### src/rtl/multicycle_ctrl.sv
// -----------------------------------------------------------------------------
// multicycle_ctrl
//
// Main controller for a multicycle RV32I-subset datapath (lw, sw, R-type,
// I-type ALU, beq, jal). A Moore FSM steps each instruction through its
// fetch/decode/execute/writeback states. The ALU decoder and immediate-format
// decoder are combinational off the instruction fields. Unsupported opcodes
// abort back to FETCH and set a sticky illegal flag.
//
// Ports
//   clk         in   1  clock, all state updates on the rising edge
//   reset       in   1  synchronous active-high reset
//   op          in   7  opcode from the instruction register
//   funct3      in   3  instruction funct3
//   funct7      in   1  instruction bit 30 (funct7[5])
//   zero        in   1  ALU zero flag (drives PCWrite in BEQ)
//   mem_ready   in   1  1 = current memory access completes this cycle
//   PCWrite     out  1  PC write enable
//   IRWrite     out  1  instruction register write enable
//   RegWrite    out  1  register file write enable
//   MemWrite    out  1  data memory write enable
//   AdrSrc      out  1  memory address select (0 PC, 1 ALUOut)
//   ResultSrc   out  2  00 ALUOut, 01 memory data, 10 ALU result
//   ALUSrcA     out  2  00 PC, 01 OldPC, 10 rs1 data
//   ALUSrcB     out  2  00 rs2 data, 01 immediate, 10 constant 4
//   Immsrc      out  2  00 I, 01 S, 10 B, 11 J
//   ALUControl  out  3  ALU operation select
//   illegal     out  1  sticky: an unsupported opcode was decoded
//   instr_done  out  1  pulse on the last state of each instruction
// -----------------------------------------------------------------------------
module multicycle_ctrl (
  input  logic       clk,
  input  logic       reset,
  input  logic [6:0] op,
  input  logic [2:0] funct3,
  input  logic       funct7,
  input  logic       zero,
  input  logic       mem_ready,
  output logic       PCWrite,
  output logic       IRWrite,
  output logic       RegWrite,
  output logic       MemWrite,
  output logic       AdrSrc,
  output logic [1:0] ResultSrc,
  output logic [1:0] ALUSrcA,
  output logic [1:0] ALUSrcB,
  output logic [1:0] Immsrc,
  output logic [2:0] ALUControl,
  output logic       illegal,
  output logic       instr_done
);

  localparam logic [6:0] OP_LOAD  = 7'b0000011;
  localparam logic [6:0] OP_STORE = 7'b0100011;
  localparam logic [6:0] OP_RTYPE = 7'b0110011;
  localparam logic [6:0] OP_ITYPE = 7'b0010011;
  localparam logic [6:0] OP_BEQ   = 7'b1100011;
  localparam logic [6:0] OP_JAL   = 7'b1101111;

  typedef enum logic [3:0] {
    S_FETCH,
    S_DECODE,
    S_MEMADR,
    S_MEMREAD,
    S_MEMWB,
    S_MEMWRITE,
    S_EXECR,
    S_EXECI,
    S_ALUWB,
    S_BEQ,
    S_JAL
  } state_t;

  state_t     state_q, state_d;
  logic       illegal_q, illegal_d;

  logic       op_legal;

  // Raw per-state controls before reset gating / branch resolution
  logic       pc_update;
  logic       branch;
  logic       ir_write_raw;
  logic       reg_write_raw;
  logic       mem_write_raw;
  logic       done_raw;
  logic [1:0] alu_op;

  // ---------------------------------------------------------------------------
  // State and sticky flag registers
  // ---------------------------------------------------------------------------
  always_ff @(posedge clk) begin
    if (reset) begin
      state_q   <= S_FETCH;
      illegal_q <= 1'b0;
    end else begin
      state_q   <= state_d;
      illegal_q <= illegal_d;
    end
  end

  always_comb begin
    op_legal = 1'b0;
    case (op)
      OP_LOAD, OP_STORE, OP_RTYPE, OP_ITYPE, OP_BEQ, OP_JAL: op_legal = 1'b1;
      default:                                              op_legal = 1'b0;
    endcase
  end

  // ---------------------------------------------------------------------------
  // Next-state logic
  // ---------------------------------------------------------------------------
  always_comb begin
    state_d   = state_q;
    illegal_d = illegal_q;
    case (state_q)
      S_FETCH: begin
        if (mem_ready) state_d = S_DECODE;
      end
      S_DECODE: begin
        case (op)
          OP_LOAD, OP_STORE: state_d = S_MEMADR;
          OP_RTYPE:          state_d = S_EXECR;
          OP_ITYPE:          state_d = S_EXECI;
          OP_BEQ:            state_d = S_BEQ;
          OP_JAL:            state_d = S_JAL;
          default: begin
            state_d   = S_FETCH;
            illegal_d = 1'b1;
          end
        endcase
      end
      S_MEMADR: begin
        state_d = (op == OP_LOAD) ? S_MEMREAD : S_MEMWRITE;
      end
      S_MEMREAD: begin
        if (mem_ready) state_d = S_MEMWB;
      end
      S_MEMWRITE: begin
        if (mem_ready) state_d = S_FETCH;
      end
      S_MEMWB:  state_d = S_FETCH;
      S_EXECR:  state_d = S_ALUWB;
      S_EXECI:  state_d = S_ALUWB;
      S_ALUWB:  state_d = S_FETCH;
      S_BEQ:    state_d = S_FETCH;
      S_JAL:    state_d = S_ALUWB;
      default:  state_d = S_FETCH;
    endcase
  end

  // ---------------------------------------------------------------------------
  // State-decoded controls. The handshake-qualified strobes in FETCH and
  // MEMWRITE follow mem_ready so the PC/IR only update on a completed fetch.
  // ---------------------------------------------------------------------------
  always_comb begin
    pc_update     = 1'b0;
    branch        = 1'b0;
    ir_write_raw  = 1'b0;
    reg_write_raw = 1'b0;
    mem_write_raw = 1'b0;
    done_raw      = 1'b0;
    alu_op        = 2'b00;
    AdrSrc        = 1'b0;
    ResultSrc     = 2'b00;
    ALUSrcA       = 2'b00;
    ALUSrcB       = 2'b00;
    case (state_q)
      S_FETCH: begin
        ir_write_raw = mem_ready;
        pc_update    = mem_ready;
        ALUSrcA      = 2'b00;
        ALUSrcB      = 2'b10;
        ResultSrc    = 2'b10;
      end
      S_DECODE: begin
        // OldPC + imm precomputes the branch/jump target into ALUOut
        ALUSrcA  = 2'b01;
        ALUSrcB  = 2'b01;
        done_raw = ~op_legal;
      end
      S_MEMADR: begin
        ALUSrcA = 2'b10;
        ALUSrcB = 2'b01;
      end
      S_EXECI: begin
        ALUSrcA = 2'b10;
        ALUSrcB = 2'b01;
        alu_op  = 2'b10;
      end
      S_EXECR: begin
        ALUSrcA = 2'b10;
        ALUSrcB = 2'b00;
        alu_op  = 2'b10;
      end
      S_MEMREAD: begin
        AdrSrc = 1'b1;
      end
      S_MEMWRITE: begin
        AdrSrc        = 1'b1;
        mem_write_raw = 1'b1;
        done_raw      = mem_ready;
      end
      S_MEMWB: begin
        ResultSrc     = 2'b01;
        reg_write_raw = 1'b1;
        done_raw      = 1'b1;
      end
      S_ALUWB: begin
        reg_write_raw = 1'b1;
        done_raw      = 1'b1;
      end
      S_BEQ: begin
        ALUSrcA  = 2'b10;
        ALUSrcB  = 2'b00;
        alu_op   = 2'b01;
        branch   = 1'b1;
        done_raw = 1'b1;
      end
      S_JAL: begin
        ALUSrcA   = 2'b01;
        ALUSrcB   = 2'b10;
        pc_update = 1'b1;
      end
      default: begin
        pc_update = 1'b0;
      end
    endcase
  end

  // ---------------------------------------------------------------------------
  // Immediate format, decoded from the opcode in every state
  // ---------------------------------------------------------------------------
  always_comb begin
    Immsrc = 2'b00;
    case (op)
      OP_STORE: Immsrc = 2'b01;
      OP_BEQ:   Immsrc = 2'b10;
      OP_JAL:   Immsrc = 2'b11;
      default:  Immsrc = 2'b00;
    endcase
  end

  // ---------------------------------------------------------------------------
  // ALU decoder. funct7 only selects subtract for R-type (op[5]=1), so addi
  // with bit 30 set still adds.
  // ---------------------------------------------------------------------------
  always_comb begin
    ALUControl = 3'b000;
    case (alu_op)
      2'b00: ALUControl = 3'b000;
      2'b01: ALUControl = 3'b001;
      2'b10: begin
        case (funct3)
          3'b000:  ALUControl = (funct7 & op[5]) ? 3'b001 : 3'b000;
          3'b010:  ALUControl = 3'b101;
          3'b110:  ALUControl = 3'b011;
          3'b111:  ALUControl = 3'b010;
          default: ALUControl = 3'b000;
        endcase
      end
      default: ALUControl = 3'b000;
    endcase
  end

  // ---------------------------------------------------------------------------
  // Enables and completion pulse are suppressed while reset is held so nothing
  // architectural changes during the reset cycle.
  // ---------------------------------------------------------------------------
  assign PCWrite    = ~reset & (pc_update | (branch & zero));
  assign IRWrite    = ~reset & ir_write_raw;
  assign RegWrite   = ~reset & reg_write_raw;
  assign MemWrite   = ~reset & mem_write_raw;
  assign instr_done = ~reset & done_raw;
  assign illegal    = illegal_q;

endmodule

### config.mk
export PLATFORM = sky130hd
export DESIGN_NAME = multicycle_ctrl
export DESIGN_NICKNAME = d
export VERILOG_FILES = /design/src/rtl/multicycle_ctrl.sv
export SDC_FILE = /design/constraint.sdc
export NUM_CORES = 1
export LEC_CHECK = 0
export CAP_MARGIN = 40
export CORE_UTILIZATION = 43
export CTS_CLUSTER_SIZE = 40
export DETAILED_ROUTE_END_ITERATION = 6
export PLACE_DENSITY = 0.94
export RECOVER_POWER = 50
export SLEW_MARGIN = 10
export SYNTH_ARGS = -nofsm -noshare
export SYNTH_HDL_FRONTEND = slang
export SYNTH_SLANG_ARGS = --single-unit
### constraint.sdc
create_clock -name clk -period 2.5 [get_ports clk]
set_input_delay 0.375 -clock clk [delete_from_list [all_inputs] [get_ports clk]]
set_output_delay 0.375 -clock clk [all_outputs]
set_load 0.01 [all_outputs]
* After elaboration in Yosys (flattened, before gate mapping)
Index checks and enable logic that the tools add are counted.
** Word-level totals
- Output and inout port bits :: 18
- Bits in registers :: 5
- Logic and storage cells :: 74
- Input port bits :: 15
** Operators by class
- Multiplexer cells :: 22
- Reduce and logical (&&, ||, !) cells :: 15
- Bitwise operators :: 11
- Equality and inequality tests :: 24
** Operator list (number)
- $pmux 4 s6 :: 1
- $pmux 4 s5 :: 1
- $eq 4x3->1 const B :: 4
- $pmux 2 s2 :: 4
- $eq 7x6->1 const B :: 2
- $eq 7x7->1 const B :: 2
- $eq 4x4->1 const B :: 3
- $mux 4 :: 3
- $pmux 3 s4 :: 1
- $reduce_or 2->1 :: 6
- $reduce_or 3->1 :: 3
- $eq 4x2->1 const B :: 2
- $and 1x1->1 :: 7
- $eq 7x2->1 const B :: 1
- $eq 7x5->1 const B :: 1
- $mux 1 :: 7
- $eq 3x3->1 const B :: 2
- $ne 2x2->1 const B :: 3
- $pmux 2 s3 :: 1
- $pmux 3 s2 :: 1
- $reduce_or 6->1 :: 1
- $eq 4x1->1 const B :: 1
- $logic_not 4->1 :: 1
- $reduce_or 4->1 :: 1
- 11 further kinds :: 13

* Depth between registers and ports, before layout
Gate-level depths: netlist (run 1).
- Depth in word-level cells :: 6
- Mapped depth :: 8
- Gate-level depth less buffers :: 7

* Worst setup path before layout (run 1)
OpenSTA, ideal clock, no wires.
- Kind :: register to output
- Start :: register state_q[1]
- End :: output port ALUControl[2]
- Path slack :: 0.693 ns
- Required time :: 2.125 ns
- Path buffers :: 1
- Arrival time :: 1.432 ns
- Cell stages (with the launch flop) :: 8
- Cells stage by stage :: dfxtp_1 -> clkbuf_1 -> nand2_1 -> inv_1 -> ha_1 -> inv_1 -> nand4_1 -> nor2_1
** Between the ends
- Word-level cells in the longest chain between the ends :: 5
- Elaborated cells between the ends (all ways) :: 8
- Classes of those cells :: eq/ne (5); mux (2); reduce/logical (1)
** RTL lines
- from (decl) :: RTL line 74 : state_t state_q, state_d;
- from (signal assigned) :: RTL line 96 : state_q <= state_d;
- $eq 4x3->1 :: RTL line 167 : case (state_q)
- $reduce_or 2->1 (no source line)
- $pmux 2 s2 * :: RTL line 167
- $eq 2x2->1 / $eq 2x1->1 (equally long branches) :: RTL line 249 : case (alu_op)
- $pmux 3 s2 * :: RTL line 249
- to (decl) :: RTL line 48 : output logic [2:0] ALUControl,
Mark *: on every way between the ends. The rest lies on a longest branch, timed or not.

* Final worst setup path (run 1)
- Start :: input port op[3]
- End :: output port Immsrc[0]
** Between the ends
- Word-level cells in the longest chain between the ends :: 2
- Elaborated cells between the ends (all ways) :: 4
- Classes of those cells :: eq/ne (3); mux (1)
** RTL lines
- from (decl) :: RTL line 34 : input logic [6:0] op,
- $eq 7x7->1 / $eq 7x6->1 (equally long branches) :: RTL line 235 : case (op)
- $pmux 2 s3 * :: RTL line 235
- to (decl) :: RTL line 47 : output logic [1:0] Immsrc,
Marked as above.

==> results of run 1 <==
[registers in the layout (all words and copies together) (netlist names)]
signal	count
illegal	1
state_q	4
[layer usage]
layer / share of wire [%] / wire length, um / vias up / GRT usage [%]
li1: - / - / 470 / -
met1: 37 / 839 / 451 / 31.32
met2: 52 / 1187 / 71 / 48.00
met3: 7.7 / 175 / 14 / 4.310
met4: 3.1 / 70 / 0 / 11.88
met5: 0 / 0 / - / 0
[timing repair]
action | in CTS | in global routing
endpoints found under the setup margin | 0 | 6
endpoints found under the hold margin | 0 | 0
setup buffers | 0 | 0
gates resized for setup | 0 | 7
[cells in the mapped netlist (all sizes together)]
library cell	count
a211oi	2
a21bo	1
a21o	2
a21oi	10
a221oi	1
a31o	1
a31oi	2
a32oi	1
and2b	1
and3b	1
and4	1
clkbuf	6
dfxtp	5
ha	2
inv	7
nand2	4
nand2b	8
nand3	5
nand4	2
nor2	8
nor2b	4
nor3	9
nor3b	1
nor4	3
nor4b	2
o21a	1
o21ai	5
o21bai	1
o22ai	2
o32ai	1
or3	2
or4	1
or4b	1
xor2	2
[cell families after synthesis]
| group | share of synthesized area (%) |
|---|---|
| AND/OR/NAND/NOR | 45.34 |
| AO/OA/AOI/OAI | 27.24 |
| flip-flops | 14.34 |
| adder cells (fa/ha/maj) | 3.584 |
| XOR/XNOR | 2.509 |
| buffers and inverters | 6.988 |
[metrics by stage]
stage          setup slack (ns)  cell area (um2)  util (%)  hold WS (ns)
4_1_cts                 0.06557             1110     73.67        0.5081
2_1_floorplan            0.6930            698.2         -        0.4930
6_report                0.06882             1117     74.17        0.5660
5_1_grt                0.002864             1117     74.17        0.5556
3_3_place_gp             0.1276             1084     71.93        0.4565
3_5_place_dp            0.07764             1084     71.93        0.4690
[worst reg2reg max path: cells and delay by family (launching register included)]
| kind | cells | cell delay, ns |
|---|---|---|
| compound gates | 2 | 0.47 |
| buf+inv | 1 | 0.26 |
| flops | 1 | 0.35 |
| simple gates | 2 | 0.76 |
[cell usage in the layout (no fill, tap or decap), types with 2 or more instances in the layout]
master           instances
clkbuf_4                 3
or3_1                    2
a21oi_1                 10
a211oi_1                 2
o21ai_0                  5
dlygate4sd3_1            4
nand3_1                  5
buf_4                    8
nor2b_1                  2
a21o_1                   2
nor4_1                   3
xor2_1                   2
o22ai_1                  2
nand2b_1                 8
clkbuf_1                 2
nor3_1                   9
clkdlybuf4s50_1         26
nor2_1                   7
a31oi_1                  2
inv_1                    6
nand4_1                  2
dfxtp_1                  4
ha_1                     2
nand2_1                  4
[final cells by class]
class | count | area, um2 | share of cell area, %
Sequential cell | 5 | 101.3 | 9.071
Multi-Input combinational cell | 87 | 561.8 | 50.28
Timing Repair Buffer | 41 | 381.6 | 34.15
Clock buffer | 4 | 26.28 | 2.352
Inverter | 7 | 26.28 | 2.352
Tap cell | 16 | 20.02 | 1.792
[how the worst min path moves through the flow]
stage | start | end | slack, ns
after floorplan | illegal | illegal | 0.49
after global placement | illegal | illegal | 0.46
after detailed placement | illegal | illegal | 0.47
after CTS | illegal | illegal | 0.51
after global routing | illegal | illegal | 0.56
final | illegal | illegal | 0.57
[power groups by stage]
stage / Combinational, mW / Clock [mW] / Sequential (mW)
6_report: 0.105 / 0.0937 / 0.0867
5_1_grt: 0.115 / 0.102 / 0.0866
4_1_cts: 0.107 / 0.0937 / 0.0857
2_1_floorplan: 0.0447 / 0 / 0.0872
3_5_place_dp: 0.105 / 0 / 0.0867
3_3_place_gp: 0.102 / 0 / 0.0865
==> results_dict.tcl, run 1 <==
set metrics [dict create \
    outcome "complete, no violations" \
    n_fill_cell 122 \
    slew_viol_final 0 \
    r2r_slack_ns 0.55 \
    p_leak_nw 0.4704 \
    yosysWarnings 0 \
    cts_buffers 3 \
    root_buffer "clkbuf_4" \
    ys_ff_latch 5 \
    cp_num_cells 4 \
    ioPinCount 33 \
    detail_route.first_pass.iterations 4 \
    clk_latency_ns 0.24 \
    totalPowerFinal_mw 0.2858 \
    path_class "input pin to output port" \
    clockPowerShare_pct 32.8 \
    layout-drive-gt1-share_pct 13.19 \
    start_kind "input pin" \
    cts.clk_slew.worst_paths_ns 0.04 \
    yosys.area.top_type_share_pct 14.34 \
    vias 1006 \
    detailed_place_hpwl_um 1620 \
    routed_wl_um 2272 \
    net-switching-power_mw 0.08646 \
    syn-num-nets 122 \
    grt_pass1_vias 905 \
    ant_nets 0 \
    ys_types 36 \
    crit_path_end_kind "output port" \
    synth.avg_cell_area_um2 6.649 \
    placed_cells 156 \
    syn_to_final_growth_pct 60.04 \
    slew_headroom_pct 62.37 \
    fp.dieW_um 42.30 \
    cp_common_cell "clkdlybuf4s50_1" \
    grt_max_degree 18 \
    hold_path.class "flip-flop to flip-flop" \
    remaining_drc_errors 0 \
    place.gp.congestion 0.9006 \
    max_stage_delay_ns 0.55 \
    rr_startpoint "state_q[3]" \
    crit_buf_inv 2 \
    io_buffers 32 \
    tns_ns 0 \
    final.min_clock_period_ns 2.431 \
    viasPerCell 6.288 \
    crit_chain "clkdlybuf4s50_1, or3_1, a21oi_1, clkdlybuf4s50_1" \
    grt_setup_unrepaired "no" \
    worst_slew_pin_slew_ns 0.5592 \
    fp.dieH_um 42.30 \
    setup_viol_count_final 0 \
    critPathMaxFanout 6 \
    reg2reg_to "state_q[2]" \
    max_clock_freq_mhz 411.3 \
    min_period_over_period_pct 97.25 \
    yosys.area.top_type "dfxtp_1" \
    crit_required_ns 2.12 \
    grt_overflow_total 0 \
    crit_family "buffers and inverters" \
    cp_slowest_cell "clkdlybuf4s50_1" \
    final_nets 162 \
    grt_antenna_before_repair 0 \
    rows 14 \
    ctsHoldBuffers 0 \
    syn-instance-count 105 \
    cp-endpoint "Immsrc[0]" \
    final_cells 160 \
    hold_depth 2 \
    dieArea_um2 1789 \
    max_cap_viol_count 0 \
    cts_buffer_depth 2 \
    ir_drop_v 0.0002330 \
    p_int_mw 0.1993 \
    grt_pass1_wl_um 3829 \
    switching_share_pct 30.25 \
    htreeDepth 1 \
    hold_violations 0 \
    synth.yosys.seq_area_share_pct 14.34 \
    pwr_density_cell_nw_per_um2 255.8 \
    rr_worst_depth 5 \
    synth_area_um2 698.2 \
    diodes 0 \
    clkSinkCount 5 \
    crit_path_start "op[3]" \
    wl_per_cell_um 14.20 \
    core_um2 1506 \
    start_util_pct 46.35 \
    seqPwrFrac_pct 30.3 \
    power_frac_comb_pct 36.9 \
    cts_tree "yes" \
    dr.first_iter.drc_count 35 \
    synthTopCellsByArea "dfxtp_1 14%, a21oi_1 7.2%, nand2b_1 7.2%, nor3_1 6.5%, nor2_1 4.3%" \
    clock_skew_ns 0.002942 \
    grt_usage_pct 26.97 \
    worstPathArrival_ns 2.06 \
]
Note: power is estimated with default switching activity, not from simulation.
==> inputs of run 2 (changes only) <==
HOLD_SLACK_MARGIN = 0.05   (was unset)
==> results of run 2 <==
The final DEF is identical to that of run 1; final timing and power are the same.
==> inputs of run 3 (changes only) <==
REMOVE_ABC_BUFFERS = 1   (was unset)
==> run 3 against run 2 <==
Sequential power decreased by 2%. Worst setup slack better by 0.0038 ns. Routed wire length decreased by 2.8%. Core utilization up 0.33 points. Combinational power about the same. Sequential cell count unchanged. Clock power is 6.5% higher. Worst hold slack worse by 0.095 ns. Critical path depth increased by 2. Largest power group unchanged.
==> results_dict.tcl, run 3 (synthesis gave the netlist of run 1 again) <==
set metrics [dict create \
    htreeDepth 1 \
    grt_usage_pct 26.09 \
    critPathMaxFanout 7 \
    rows 14 \
    clock_skew_ns 0.002876 \
    place.gp.congestion 0.7907 \
    cts.clk_slew.worst_paths_ns 0.05 \
    max_stage_delay_ns 0.59 \
    crit_buf_inv 3 \
    layout-drive-gt1-share_pct 13.89 \
    dr.first_iter.drc_count 30 \
    final_nets 162 \
    regMostFlops "state_q" \
    max_clock_freq_mhz 412.0 \
    final.min_clock_period_ns 2.427 \
    core_um2 1506 \
    cp_common_cell "clkdlybuf4s50_1" \
    diodes 0 \
    grt_antenna_before_repair 0 \
    final_common_cell "clkdlybuf4s50_1" \
    cp_slowest_cell "clkdlybuf4s50_1" \
    grt_pass1_vias 838 \
    cts_tree "yes" \
    hold_path.class "flip-flop to flip-flop" \
    postCtsSetupRepairBufs 0 \
    hold_violations 0 \
    crit_required_ns 2.12 \
    ir_drop_v 0.0002353 \
    syn_to_final_growth_pct 60.75 \
    routed_wl_um 2208 \
    final_cell_mix "26 x clkdlybuf4s50_1, 10 x a21oi_1, 9 x nor3_1, 9 x buf_4, 8 x nand2b_1" \
    crit_path_end_kind "output port" \
    detailed_place_hpwl_um 1643 \
    clkSinkCount 5 \
    max_cap_viol_count 0 \
    detail_route.first_pass.iterations 4 \
    pwr_density_cell_nw_per_um2 258.7 \
    cts_buffers 3 \
    ioPinCount 33 \
    remaining_drc_errors 0 \
    grt_setup_unrepaired "no" \
    grt_max_degree 18 \
    setup_viol_count_final 0 \
    grt_overflow_total 0 \
    largest_reg_flops 4 \
    slew_viol_final 0 \
    start_kind "input pin" \
    design_area_um2 1122 \
    io_buffers 32 \
    crit_chain "clkdlybuf4s50_1, inv_2, o21ai_0, a21oi_1, o32ai_1, clkdlybuf4s50_1" \
    dieArea_um2 1789 \
    root_buffer "clkbuf_4" \
    vias 972 \
    start_util_pct 46.35 \
    cts_buffer_depth 2 \
    tns_ns 0 \
    outcome "complete, no violations" \
    wl_per_cell_um 13.80 \
    viasPerCell 6.075 \
    p_leak_nw 0.4540 \
    placed_area_um2 1084 \
    worstPathArrival_ns 2.05 \
    min_period_over_period_pct 97.10 \
    worst_slew_pin_slew_ns 0.4438 \
    fp.dieH_um 42.30 \
    ant_nets 0 \
    crit_family "buffers and inverters" \
    grt_pass1_wl_um 3643 \
    path_class "input pin to output port" \
    clk_latency_ns 0.25 \
    fp.dieW_um 42.30 \
    slew_headroom_pct 70.14 \
]
==> run 3: cell type report <==
type                    instances  area [um2]
clock buffers                   4       26.28
fillers                       125       384.1
flip-flops and latches          5       105.1
repair buffers                 41       387.9
inverters                       7       26.28
multi-input cells              87       556.8
well taps                      16       20.02
==> run 3: worst paths after layout <==
check	start	to	slack (ns)	cells past startpoint
max	op[6]	instr_done	0.07	6
min	illegal	illegal	0.47	2
max reg2reg	state_q[3]	state_q[2]	0.80	5
min reg2reg	illegal	illegal	0.47	2
==> run 3: repair_timing <==
action | in CTS | in global routing
setup endpoints to repair | 2 | 4
gates resized for setup | 2 | 6
hold buffers | 0 | 0
==> run 3: worst register-to-register path, cell delays in order, from the launching register on <==
cell	delay, ns
dfxtp_1	0.32
buf_4	0.19
nand2b_1	0.24
nor4_1	0.37
a32oi_1	0.19
a221oi_1	0.28
==> run 3: through the flow <==
stage | total power [mW] | hold WS [ns] | worst slack, ns | util (%) | std cells
6_report | 0.2903 | 0.4706 | 0.07261 | 74.50 | 160
5_1_grt | 0.3081 | 0.5144 | 0.004296 | 74.50 | 160
3_3_place_gp | 0.1901 | 0.4674 | 0.1101 | 71.93 | 156
2_1_floorplan | 0.1293 | 0.4441 | 0.6194 | - | 99
3_5_place_dp | 0.1931 | 0.4707 | 0.06908 | 71.93 | 156
4_1_cts | 0.2959 | 0.4784 | 0.04317 | 73.92 | 160
==> run 3: metal layers <==
metal	up-vias	wire length [um]	global-route usage [%]
li1	467	-	-
met4	0	4	7.500
met2	38	1172	45.23
met3	2	107	5.603
met5	-	0	0
met1	465	923	32.11
==> run 3: where the power goes <==
group          leakage, nW  switching (mW)  total, mW  internal, mW
sequential          0.0419         0.00317     0.0853        0.0821
combinational        0.397          0.0474      0.105        0.0578
clock               0.0150          0.0390     0.0998        0.0607
total                0.454          0.0897      0.290         0.201
==> variant 1 (config.mk and constraints of run 2) <==
Make the reset (`reset`) asynchronous in one clocked block. Comments in the files are not updated.
--- a/src/rtl/multicycle_ctrl.sv
+++ b/src/rtl/multicycle_ctrl.sv
@@ -88,7 +88,7 @@
   // ---------------------------------------------------------------------------
   // State and sticky flag registers
   // ---------------------------------------------------------------------------
-  always_ff @(posedge clk) begin
+  always_ff @(posedge clk or posedge reset) begin
     if (reset) begin
       state_q   <= S_FETCH;
       illegal_q <= 1'b0;
Formal check against the unedited RTL: differs if reset is asserted again (counterexample within 4 cycles, from zero or initial values and one cycle with reset high); with reset held inactive, the same outputs for 10 cycles.
==> variant 1 against run 2 <==
Sequential share of layout area is 1.9 points higher; clock skew up 4.4 ps; clock power is 8% higher; hold slack worse by 6.1 ps; area after synthesis is 1.1% lower; power grew 12%; design area is 4.7% higher; cell count down 1.3%; global-route usage rose by 2.2 points; sequential cell count unchanged; sequential power decreased by 0.9%; routed wire length is 17% higher; setup slack improved by 3.9 ps; critical endpoint is now ALUControl[1]; largest cell class unchanged; largest power group unchanged; highest routed layer unchanged.
==> variant 1: results (changes against run 2) <==
| Metric | Value |
|---|---|
| Status | `complete, no violations` |
| Vias in the first global route | `921 (+1.8%)` |
| R2R setup slack | `960 ps (+410 ps)` |
| CP Capture Point | `ALUControl[1]` |
| Worst min-delay path endpoint | `illegal` |
| Critical R2R Launch | `state_q[3]` |
| Pre-CTS setup slack | `19.5 ps (-58.2 ps)` |
| Worst Hold Depth | `1 (-1)` |
| Synth Net Count | `111 (-9.0%)` |
| CP Class | `flop to output pin` |
| Psw | `106 µW (+22%)` |
| Total GRT Usage | `0.292 (+0.0223)` |
| Die W | `42.1 µm (-0.52%)` |
| Reg2Reg Capture Point | `state_q[0]` |
| Sequential area share after synthesis | `0.181 (+0.0378)` |
| Routed vias/inst | `6.00 (-4.6%)` |
| Yosys cell types | `45 (+25%)` |
| Grt met2 use | `0.491 (+0.0106)` |
| Placed insts | `146 (-6.4%)` |
| Hold_sp | `illegal` |
| DR WL/cell | `16.8 µm (+19%)` |
| Post-route insts no fill | `158 (-1.3%)` |
| Largest fanout on the critical path | `8 (+2)` |
| Flop pwr share | `0.268 (-0.035)` |
| DP HPWL | `1.75 mm (+7.8%)` |
| Worst skew pair latency | `260 ps (+20 ps)` |
| Async S/R FF share, synth | `1.00 (+1.00)` |
| Leak pwr | `0.516 nW (+9.6%)` |
| Routability cong. | `0.855 (-5.1%)` |
| Setup Skew | `7.32 ps (+4.38 ps)` |
| Largest net degree at the start of global routing | `13 (-5)` |
| Worst slew pin tran | `282 ps (-277 ps)` |
| First-pass GRT wire length | `4.05 mm (+5.8%)` |
| 1st-iter DRT viols | `39 (+11%)` |
| Synth top cells by count | `9 x nor2_1, 8 x a21oi_1, 7 x inv_1` |
| Fillcell total | `94 (-23%)` |
| DIE AREA | `0.00177 mm² (-1.0%)` |
| Synth top area cells | `dfrtp_1 18%, a21oi_1 5.8%, nor2_1 4.9%` |
-- variant 1: cell types whose count changed after synthesis, sizes merged, moves of 3 or more --
| cell | delta |
|---|---|
| buf | +5 |
| nor3 | -3 |
| nand2 | +3 |
| nand2b | -6 |
| dfxtp | -5 |
| dfrtp | +5 |
| clkbuf | -6 |
-- variant 1: kinds of logic (layout without fill, tap and decap cells) --
group                    Yosys count  count (layout)  share of synthesized area
AO/OA/AOI/OAI                     26              26                      0.272
XOR/XNOR                           1               1                     0.0127
adder cells (fa/ha/maj)            2               2                     0.0362
buffers and inverters             13              61                     0.0906
flip-flops                         5               5                      0.181
multiplexers                       1               1                     0.0145
AND/OR/NAND/NOR                   46              46                      0.393
-- variant 1: critical path, cell delays in order (launching register included) --
cell             delay [ps]
dfrtp_2                 460
nor2b_2                 160
nand2_1                 110
ha_1                    340
nor3_1                  170
clkdlybuf4s50_1         560
-- variant 1: what timing repair did --
action | CTS | global route
buffers inserted | 0 | 8
endpoints found under the setup margin | 5 | 6
resized for setup | 2 | 7
-- variant 1: through the flow --
stage / utilization / instance area, µm² / total power [mW]
4_1_cts: 0.727 / 1090 / 0.311
3_3_place_gp: 0.708 / 1070 / 0.209
6_report: 0.777 / 1170 / 0.321
2_1_floorplan: - / 691 / 0.143
3_5_place_dp: 0.708 / 1070 / 0.214
5_1_grt: 0.777 / 1170 / 0.340
-- variant 1: layout make-up --
cell class | count | share of cell area
Multi-Input combinational cell | 76 | 0.441
Timing Repair Buffer | 49 | 0.384
Sequential cell | 5 | 0.110
Inverter | 8 | 0.0257
Clock buffer | 4 | 0.0225
Tap cell | 16 | 0.0171
==> variant 2 (settings of run 2) <==
Made on the original files. The 11 states of `state_t` get a one-hot encoding in 11 bits.
--- a/src/rtl/multicycle_ctrl.sv
+++ b/src/rtl/multicycle_ctrl.sv
@@ -57,18 +57,18 @@
   localparam logic [6:0] OP_BEQ   = 7'b1100011;
   localparam logic [6:0] OP_JAL   = 7'b1101111;
 
-  typedef enum logic [3:0] {
-    S_FETCH,
-    S_DECODE,
-    S_MEMADR,
-    S_MEMREAD,
-    S_MEMWB,
-    S_MEMWRITE,
-    S_EXECR,
-    S_EXECI,
-    S_ALUWB,
-    S_BEQ,
-    S_JAL
+  typedef enum logic [10:0] {
+    S_FETCH    = 11'b00000000001,
+    S_DECODE   = 11'b00000000010,
+    S_MEMADR   = 11'b00000000100,
+    S_MEMREAD  = 11'b00000001000,
+    S_MEMWB    = 11'b00000010000,
+    S_MEMWRITE = 11'b00000100000,
+    S_EXECR    = 11'b00001000000,
+    S_EXECI    = 11'b00010000000,
+    S_ALUWB    = 11'b00100000000,
+    S_BEQ      = 11'b01000000000,
+    S_JAL      = 11'b10000000000
   } state_t;
 
   state_t     state_q, state_d;
Function: same outputs for any inputs over 10 cycles, from zero or initial values and one cycle with reset high; not proved beyond that.
==> variant 2 against run 2 <==
The flow now finishes with violations (setup timing); fmax shrank 3.1%; setup slack lost 78 ps; sequential share of layout area grew 6.4 points; routed wire length grew 49%; sequential cell count grew 7; area after synthesis grew 37%; clock power grew 75%; design area grew 40%; power grew 90%; core utilization grew 3.2 points; count of clock-buffer cells in the layout is the same.
==> variant 2: results (changes against run 2) <==
| Metric | Value |
|---|---|
| PnR worst setup slack | `-8.74 ps (-77.6 ps)` |
| Synth Net Count | `143 (+17%)` |
| Area grow syn2layout | `63.7%` |
| Sw Ratio | `0.310 (+0.00763)` |
| Setup Skew | `8.09 ps (+5.15 ps)` |
| Total GRT Usage | `0.282 (+0.0120)` |
| R2R setup slack | `490 ps (-60 ps)` |
| Maximum vdd drop | `0.000298 V (+28%)` |
| 1st-iter DRT viols | `86 (+150%)` |
| Fraction of area in multi-input gates | `0.453 (-0.0496)` |
| Crit path DAT | `2130 ps (+70 ps)` |
| Worst skew pair latency | `290 ps (+50 ps)` |
| Largest register FFs | `11 (+7)` |
| Setup TNS | `-8.74 ps (-8.74 ps)` |
| Final Net Count | `203 (+25%)` |
| Router iterations before antenna repair | `7 (+3)` |
| Synth top area cells | `dfxtp_1 25%, nand2_1 5.5%, xor2_1 4.6%` |
| Placed cell area | `0.00148 mm² (+37%)` |
| Status | `finished with violations` |
| Failing checks | `setup timing` |
| Worst hold slack | `447 ps (-119 ps)` |
| Clk cell area share | `0.0232 (-0.000335)` |
| FF/Latch Area | `243 µm² (+140%)` |
| Reg2Reg Capture Point | `state_q[7]` |
| Setup violators final | `1 (+1)` |
| Synth Area in Compound Gates | `0.103 (-0.169)` |
| Worst R2R Path Depth | `6 (+1)` |
| Synth Area in Adders | `0.0262 (-0.00966)` |
| DP HPWL | `2.28 mm (+41%)` |
| Sequential area share after synthesis | `0.251 (+0.108)` |
[variant 2: cell types whose count changed in the layout (fill, tap and decap cells not counted), moves of 4 or more]
cell,change
nand2b_1,-7
clkdlybuf4s50_1,-9
buf_2,+4
nor4_2,+4
a21oi_1,-6
buf_4,+22
dlygate4sd2_1,+5
nand2_1,+9
dfxtp_1,+6
xnor2_1,+4
nor3_1,-4
[variant 2: worst max-delay path: stages (launching register included)]
cell and delay (ps):
dfxtp_1 380, buf_4 190, or4b_2 690, o21ai_0 150, nand2_1 130, a21oi_1 150
clkbuf_2 150
[variant 2: metal layers]
layer	wire (µm)	global-route usage
met5	0	0
met4	138	0.127
met3	324	0.0592
met2	1730	0.505
met1	1190	0.314
[variant 2: timing repair]
item                       CTS  global route
setup endpoints to repair   12             9
resized for setup           25            21
pin swaps                    2             6
buffers inserted             2             1
